==> src/rtl/kb_pkg.sv <==
// Shared PS/2 scan-code constants, prefix-decoder state enum and make-key strobe bundle.
// Pure declarations: no latency or backpressure of its own.
package kb_pkg;

  localparam logic [7:0] SC_E0    = 8'hE0;
  localparam logic [7:0] SC_F0    = 8'hF0;
  localparam logic [7:0] SC_ENTER = 8'h5A;
  localparam logic [7:0] SC_ESC   = 8'h76;
  localparam logic [7:0] SC_UP    = 8'h75;
  localparam logic [7:0] SC_DOWN  = 8'h72;
  localparam logic [7:0] SC_LEFT  = 8'h6B;
  localparam logic [7:0] SC_RIGHT = 8'h74;

  typedef enum logic [1:0] {
    ST_IDLE,
    ST_GOT_E0,
    ST_GOT_F0,
    ST_GOT_E0F0
  } kb_state_e;

  typedef struct packed {
    logic enter;
    logic esc;
    logic up;
    logic down;
    logic left;
    logic right;
  } kb_keys_t;

endpackage

==> src/rtl/kb_prefix_decoder.sv <==
// PS/2 E0/F0 prefix tracker; make-key strobes are combinational in the scan_valid cycle.
// No backpressure: every qualified byte is consumed in the cycle it arrives.
module kb_prefix_decoder
  import kb_pkg::*;
(
  input  logic       clk,
  input  logic       reset,
  input  logic [7:0] scan_code_i,
  input  logic       scan_valid_i,
  output kb_keys_t   keys_o
);

  kb_state_e state_q, state_d;

  always_ff @(posedge clk or negedge reset) begin
    if (!reset) state_q <= ST_IDLE;
    else        state_q <= state_d;
  end

  always_comb begin
    state_d = state_q;
    keys_o  = '0;
    if (scan_valid_i) begin
      case (state_q)
        ST_IDLE: begin
          if (scan_code_i == SC_E0)      state_d = ST_GOT_E0;
          else if (scan_code_i == SC_F0) state_d = ST_GOT_F0;
          else begin
            keys_o.enter = (scan_code_i == SC_ENTER);
            keys_o.esc   = (scan_code_i == SC_ESC);
          end
        end
        ST_GOT_E0: begin
          // A repeated E0 keeps the extended prefix pending.
          if (scan_code_i == SC_F0)      state_d = ST_GOT_E0F0;
          else if (scan_code_i == SC_E0) state_d = ST_GOT_E0;
          else begin
            state_d      = ST_IDLE;
            keys_o.up    = (scan_code_i == SC_UP);
            keys_o.down  = (scan_code_i == SC_DOWN);
            keys_o.left  = (scan_code_i == SC_LEFT);
            keys_o.right = (scan_code_i == SC_RIGHT);
          end
        end
        default: state_d = ST_IDLE;  // break-code byte is dropped
      endcase
    end
  end

endmodule

==> src/rtl/kb_field_editor.sv <==
// Keyboard-driven multi-field editor; key actions and loads land one cycle after their input.
// No backpressure. Optional Esc-cancel with snapshot restore under KB_FIELD_EDITOR_CANCEL_EN.
module kb_field_editor
  import kb_pkg::*;
#(
  parameter int NUM_FIELDS = 6,
  parameter int FIELD_W    = 7,
  parameter logic [NUM_FIELDS*FIELD_W-1:0] FIELD_MAX =
    {7'd31, 7'd12, 7'd99, 7'd23, 7'd59, 7'd59}
)(
  input  logic                            clk,
  input  logic                            reset,
  input  logic [7:0]                      scan_code,
  input  logic                            scan_valid,
  input  logic                            ld_valid,
  input  logic [$clog2(NUM_FIELDS)-1:0]   ld_field,
  input  logic [FIELD_W-1:0]              ld_value,
  output logic [NUM_FIELDS*FIELD_W-1:0]   fields,
  output logic [$clog2(NUM_FIELDS)-1:0]   sel,
  output logic                            edit_active,
  output logic                            commit
);

  localparam int SEL_W = $clog2(NUM_FIELDS);
  localparam logic [SEL_W-1:0] SEL_LAST = SEL_W'(NUM_FIELDS - 1);

  typedef logic [NUM_FIELDS-1:0][FIELD_W-1:0] field_arr_t;
  localparam field_arr_t MAX_A = FIELD_MAX;

  kb_keys_t         keys;
  field_arr_t       fields_q, fields_d;
  logic [SEL_W-1:0] sel_q, sel_d;
  logic             edit_q, edit_d;
  logic             commit_q, commit_d;
  logic             ld_ok;

`ifdef KB_FIELD_EDITOR_CANCEL_EN
  field_arr_t snap_q, snap_d;
`else
  logic unused_esc;
  assign unused_esc = keys.esc;
`endif

  kb_prefix_decoder u_prefix (
    .clk          (clk),
    .reset        (reset),
    .scan_code_i  (scan_code),
    .scan_valid_i (scan_valid),
    .keys_o       (keys)
  );

  assign ld_ok = ld_valid && !edit_q && !keys.enter && (int'(ld_field) < NUM_FIELDS);

  always_comb begin
    fields_d = fields_q;
    sel_d    = sel_q;
    edit_d   = edit_q;
    commit_d = 1'b0;
`ifdef KB_FIELD_EDITOR_CANCEL_EN
    snap_d   = snap_q;
`endif
    if (keys.enter) begin
      if (edit_q) begin
        edit_d   = 1'b0;
        commit_d = 1'b1;
      end else begin
        edit_d   = 1'b1;
`ifdef KB_FIELD_EDITOR_CANCEL_EN
        snap_d   = fields_q;
`endif
      end
    end else if (edit_q) begin
      if (keys.up)
        fields_d[sel_q] = (fields_q[sel_q] >= MAX_A[sel_q]) ? '0
                                                              : fields_q[sel_q] + FIELD_W'(1);
      else if (keys.down)
        fields_d[sel_q] = (fields_q[sel_q] == '0) ? MAX_A[sel_q]
                                                  : fields_q[sel_q] - FIELD_W'(1);
      else if (keys.right)
        sel_d = (sel_q == SEL_LAST) ? '0 : sel_q + SEL_W'(1);
      else if (keys.left)
        sel_d = (sel_q == '0) ? SEL_LAST : sel_q - SEL_W'(1);
`ifdef KB_FIELD_EDITOR_CANCEL_EN
      else if (keys.esc) begin
        fields_d = snap_q;
        edit_d   = 1'b0;
      end
`endif
    end else if (ld_ok) begin
      // Clamp keeps every stored field within its bound.
      fields_d[ld_field] = (ld_value > MAX_A[ld_field]) ? MAX_A[ld_field] : ld_value;
    end
  end

  always_ff @(posedge clk or negedge reset) begin
    if (!reset) begin
      fields_q <= '0;
      sel_q    <= '0;
      edit_q   <= 1'b0;
      commit_q <= 1'b0;
    end else begin
      fields_q <= fields_d;
      sel_q    <= sel_d;
      edit_q   <= edit_d;
      commit_q <= commit_d;
    end
  end

`ifdef KB_FIELD_EDITOR_CANCEL_EN
  always_ff @(posedge clk or negedge reset) begin
    if (!reset) snap_q <= '0;
    else        snap_q <= snap_d;
  end
`endif

  assign fields      = fields_q;
  assign sel         = sel_q;
  assign edit_active = edit_q;
  assign commit      = commit_q;

endmodule

==> config.mk <==
export PLATFORM = sky130hd
export DESIGN_NAME = kb_field_editor
export DESIGN_NICKNAME = d
export VERILOG_FILES = /design/src/rtl/kb_pkg.sv /design/src/rtl/kb_prefix_decoder.sv /design/src/rtl/kb_field_editor.sv
export SDC_FILE = /design/constraint.sdc
export NUM_CORES = 1
export LEC_CHECK = 0
export BUFFER_PORTS_ARGS = -buffer_cell sky130_fd_sc_hd__buf_4
export CORE_AREA = 5 5 88 90
export DETAILED_ROUTE_END_ITERATION = 10
export DIE_AREA = 0 0 93 95
export PLACE_DENSITY = 0.79
export SLEW_MARGIN = 25
export SYNTH_ARGS = -nofsm -noshare
export SYNTH_HDL_FRONTEND = slang
export SYNTH_SLANG_ARGS = --single-unit
==> constraint.sdc <==
create_clock -name clk -period 3.9 [get_ports clk]
set_clock_uncertainty 0.2 [all_clocks]
set_input_delay 0.585 -clock clk [delete_from_list [all_inputs] [get_ports clk]]
set_output_delay 0.585 -clock clk [all_outputs]
set_load 0.03 [all_outputs]
==> results <==
- The transition time at the pin with the least slew margin is 0.771 ns.
- The final antenna-violating net count is 0.
- The wire length of the first global-routing pass is 19500 um.
- For this block, the routed nets add up to 12300 um of wire.
- The core outline area is 6980 um^2.
- In this run the deepest clock path goes through 2 buffers.
- The depth of the worst register-to-register path is 12.
- The number of antenna diodes in the final layout is 0.
- In this run the core area contains 31 standard-cell rows.
- The count of yosys warnings during synthesis is 0.
- The TritonCTS buffer count is 5.
- The floorplan step set the die width to 93 um.
- The largest vdd supply drop is 0.285 mV.
- The post-detailed-route DRC marker count is 0.
- The total clock sinks is 49.
- The gate count after technology mapping is 434.
- The number of global-route vias before repair is 3823.
- Static timing analysis puts the maximum clock frequency at 0.273 GHz.
- Summed over all instances, the cell type with the most area after synthesis is sky130_fd_sc_hd__dfrtp_1.
- In the post-synthesis netlist, the biggest area contributors are sky130_fd_sc_hd__dfrtp_1, sky130_fd_sc_hd__ha_1, sky130_fd_sc_hd__mux2i_1.
- The fraction of the cycle the final worst path needs is 93.9%.
- The sort of element at the start of the critical path is a register.
- The fraction of the yosys area taken by sequential cells is 32.8%.
- The number of different library cells used by synthesis comes to 67.
- The worst flop-to-flop path endpoint is fields[40]$_DFFE_PN0P_.
- The max-slew violation count is 0.
- Compared with the post-synthesis result, the final layout area differs by 20.2%.
- For this run, the total global-route usage over all layers was measured as 28.0%.
- The areal power density over the cells is 530 nW/um^2.
- Entering global routing, the biggest net connects 50 pins.
- The overall die area is 8840 um^2.
- The final setup TNS is 0 ns.
- The CTS tree is done.
- The tightest hold path in the finished design has a slack of 0.0833 ns.
- After global routing the overflow that remains totals 0.
- The height of the chip is 95 um.
- In the final routed layout, each cell accounts on average for 21.1 um.
- The starting DRC count in detailed routing is 486.
- The clock reaches the later pin of the worst-skew pair after 0.31 ns.
- The tightest slew margin relative to the limit is 48.6%.
- Counting flops with an async set or reset pin after synthesis yields a share of 100%.
- In this run the worst path has a maximum fanout of 11.
- The worst hold path class is in2async.
- The filler cells instantiated in the layout total 603.
- The number of storage elements in the synthesis netlist is 49.
- Setup repair after global routing left no endpoint under its margin.
- The first detailed-routing pass took 5 iterations.
- The number of nets in the synthesized netlist is 474.
- The fraction of layout cells with a size suffix above 1 is 22.0%.
- The number of endpoints failing setup at the final stage is 0.
- The final layout contains 540 nets.
- The final weighted congestion of routability-driven global placement is 0.978.
- The HPWL after detailed placement is 9100 um.
- The flow ran to the end, and the final reports show no timing, DRC or antenna violations.
- The worst setup path is captured at a register.
- The endpoint arrival time on the critical path is 3.67 ns.
- The register-to-register setup slack is 0.24 ns.
- After layout, the minimum clock period comes to 3.66 ns.
- The leakage dissipation is 2.14 nW.
- The total number of H-tree levels is 2.
- The final hold violation count is 0.
- The clock-pin slew of the registers on the worst-case setup and hold paths is 0.10 ns.
- The synthesized design contains 0 enable-type register cells.
- The cell at the root of the clock tree is sky130_fd_sc_hd__clkbuf_8.
- The detailed-route vias per instance is 6.86.
- The initial antenna violation count is 0.
- The max-cap violation count is 0.
- The critical path in this run is classified as reg2reg.
- The startpoint identified for the worst register-to-register timing path is sel[1]$_DFFE_PN0P_.
- Ranked by instance count, the synthesized netlist is headed by sky130_fd_sc_hd__dfrtp_1, sky130_fd_sc_hd__nand2_1, sky130_fd_sc_hd__nor2_1, sky130_fd_sc_hd__inv_1, sky130_fd_sc_hd__mux2i_1.
- The total via count after detailed routing is 3997.
- sky130_fd_sc_hd__dfrtp_1 is the most common cell in the netlist.
- Buffers inserted to repair hold after CTS numbered 0.
- The top flip-flop cell by instance count after synthesis is sky130_fd_sc_hd__dfrtp_1.
- Of the post-synthesis cell area, the dominant cell type holds 32.8%.
- Each instance of the synthesized netlist takes up on average 8.62 um^2.
- The number of buffers added on ports is 68.
- Once the floorplan was initialized, standard cells occupied 53.6% of the core.
- The worst path required time is 3.91 ns.
- The synthesized cell area is 3740 um^2.
- 69 I/O pins were placed.
## kinds of logic after synthesis
family                     count (synthesis)  synth area share, %
AOI/OAI and AO/OA                        139                 27.1
xor gates and xnor gates                   3                0.702
adders and majority gates                 18                 6.02
buffers and inverters                     44                 5.15
DFF                                       49                 32.8
muxes                                     24                 6.49
and+or+nand+nor                          157                 21.7
## worst max-delay path by stage
stage	start	to	slack (ns)	depth (start not counted)
3_3_place_gp	sel[1]$_DFFE_PN0P_	fields[29]$_DFFE_PN0P_	0.21	10
2_1_floorplan	sel[0]$_DFFE_PN0P_	fields[29]$_DFFE_PN0P_	0.18	13
4_1_cts	sel[1]$_DFFE_PN0P_	fields[40]$_DFFE_PN0P_	0.14	11
6_report	sel[1]$_DFFE_PN0P_	fields[40]$_DFFE_PN0P_	0.24	12
3_5_place_dp	sel[1]$_DFFE_PN0P_	fields[29]$_DFFE_PN0P_	0.21	10
5_1_grt	sel[1]$_DFFE_PN0P_	fields[40]$_DFFE_PN0P_	0.01	12
## what timing repair did
item / in CTS / in global routing
gates resized for setup: 0 / 5
endpoints found under the setup margin: 0 / 21
buffers inserted: 0 / 0
## stage by stage
stage / util, % / instances / total power [mW] / area (um^2) / setup WS (ns)
2_1_floorplan: - / 434 / 1.51 / 3740 / 0.185
3_3_place_gp: 62.5 / 575 / 1.95 / 4360 / 0.206
3_5_place_dp: 62.5 / 575 / 1.97 / 4360 / 0.213
4_1_cts: 64.2 / 583 / 2.35 / 4480 / 0.143
5_1_grt: 64.4 / 583 / 2.51 / 4500 / 0.0137
6_report: 64.4 / 583 / 2.39 / 4500 / 0.238
## critical path, stage by stage (launching register included)
cell	delay [ns]
sky130_fd_sc_hd__dfrtp_1	0.56
sky130_fd_sc_hd__nand2b_1	0.38
sky130_fd_sc_hd__nor2_1	0.09
sky130_fd_sc_hd__nor3_1	0.28
sky130_fd_sc_hd__inv_1	0.13
sky130_fd_sc_hd__ha_1	0.36
sky130_fd_sc_hd__a21oi_1	0.14
sky130_fd_sc_hd__and3_1	0.18
sky130_fd_sc_hd__o21ai_1	0.18
sky130_fd_sc_hd__nand4b_1	0.24
sky130_fd_sc_hd__o2111ai_2	0.40
sky130_fd_sc_hd__nand3_1	0.16
sky130_fd_sc_hd__o221ai_1	0.26
## placed cells by master (no fill, tap or decap), types with 5 or more instances in the layout
master and n:
sky130_fd_sc_hd__clkbuf_8 5, sky130_fd_sc_hd__nand2_1 39, sky130_fd_sc_hd__nand3_1 14, sky130_fd_sc_hd__o21ai_1 13, sky130_fd_sc_hd__inv_1 22, sky130_fd_sc_hd__nand2b_1 6
sky130_fd_sc_hd__mux2i_1 22, sky130_fd_sc_hd__dfrtp_1 49, sky130_fd_sc_hd__a22oi_1 7, sky130_fd_sc_hd__nor3_1 9, sky130_fd_sc_hd__a32oi_1 9, sky130_fd_sc_hd__a21o_1 10
sky130_fd_sc_hd__a21oi_1 12, sky130_fd_sc_hd__o221ai_1 12, sky130_fd_sc_hd__nand4_1 7, sky130_fd_sc_hd__and3_1 5, sky130_fd_sc_hd__buf_4 77, sky130_fd_sc_hd__o31ai_1 7
sky130_fd_sc_hd__o21ai_0 15, sky130_fd_sc_hd__o2bb2ai_1 10, sky130_fd_sc_hd__nor2_1 38, sky130_fd_sc_hd__nor2b_1 7, sky130_fd_sc_hd__ha_1 18, sky130_fd_sc_hd__o22ai_1 7
## metal layers
layer  global-route usage, %  wire [um]  vias to the layer above
li1                        -          -                     1789
met1                    36.4       4850                     1916
met2                    46.3       5970                      248
met3                    4.46       1030                       44
met4                    12.5        475                        0
met5                       0          0                        -
## registers in the layout (all words and copies together), names as in the netlist
signal            count
sel                   3
u_prefix.state_q      2
commit                1
edit_active           1
fields               42
## layout make-up
| type | instances | area [um^2] | area share [%] |
|---|---|---|---|
| Multi-Input combinational cell | 341 | 2350 | 52.2 |
| Clock buffer | 5 | 68.8 | 1.53 |
| Timing Repair Buffer | 79 | 618 | 13.7 |
| Tap cell | 82 | 103 | 2.28 |
| Sequential cell | 49 | 1230 | 27.3 |
| Clock inverter | 3 | 46.3 | 1.03 |
| Inverter | 24 | 90.1 | 2.00 |
## where the power goes
group	switching, mW	total (mW)	internal, mW
logic	0.796	1.26	0.465
registers	0.122	0.742	0.619
clock network	0.191	0.383	0.192
total	1.11	2.39	1.28
Power figures use the tool's default switching activity.
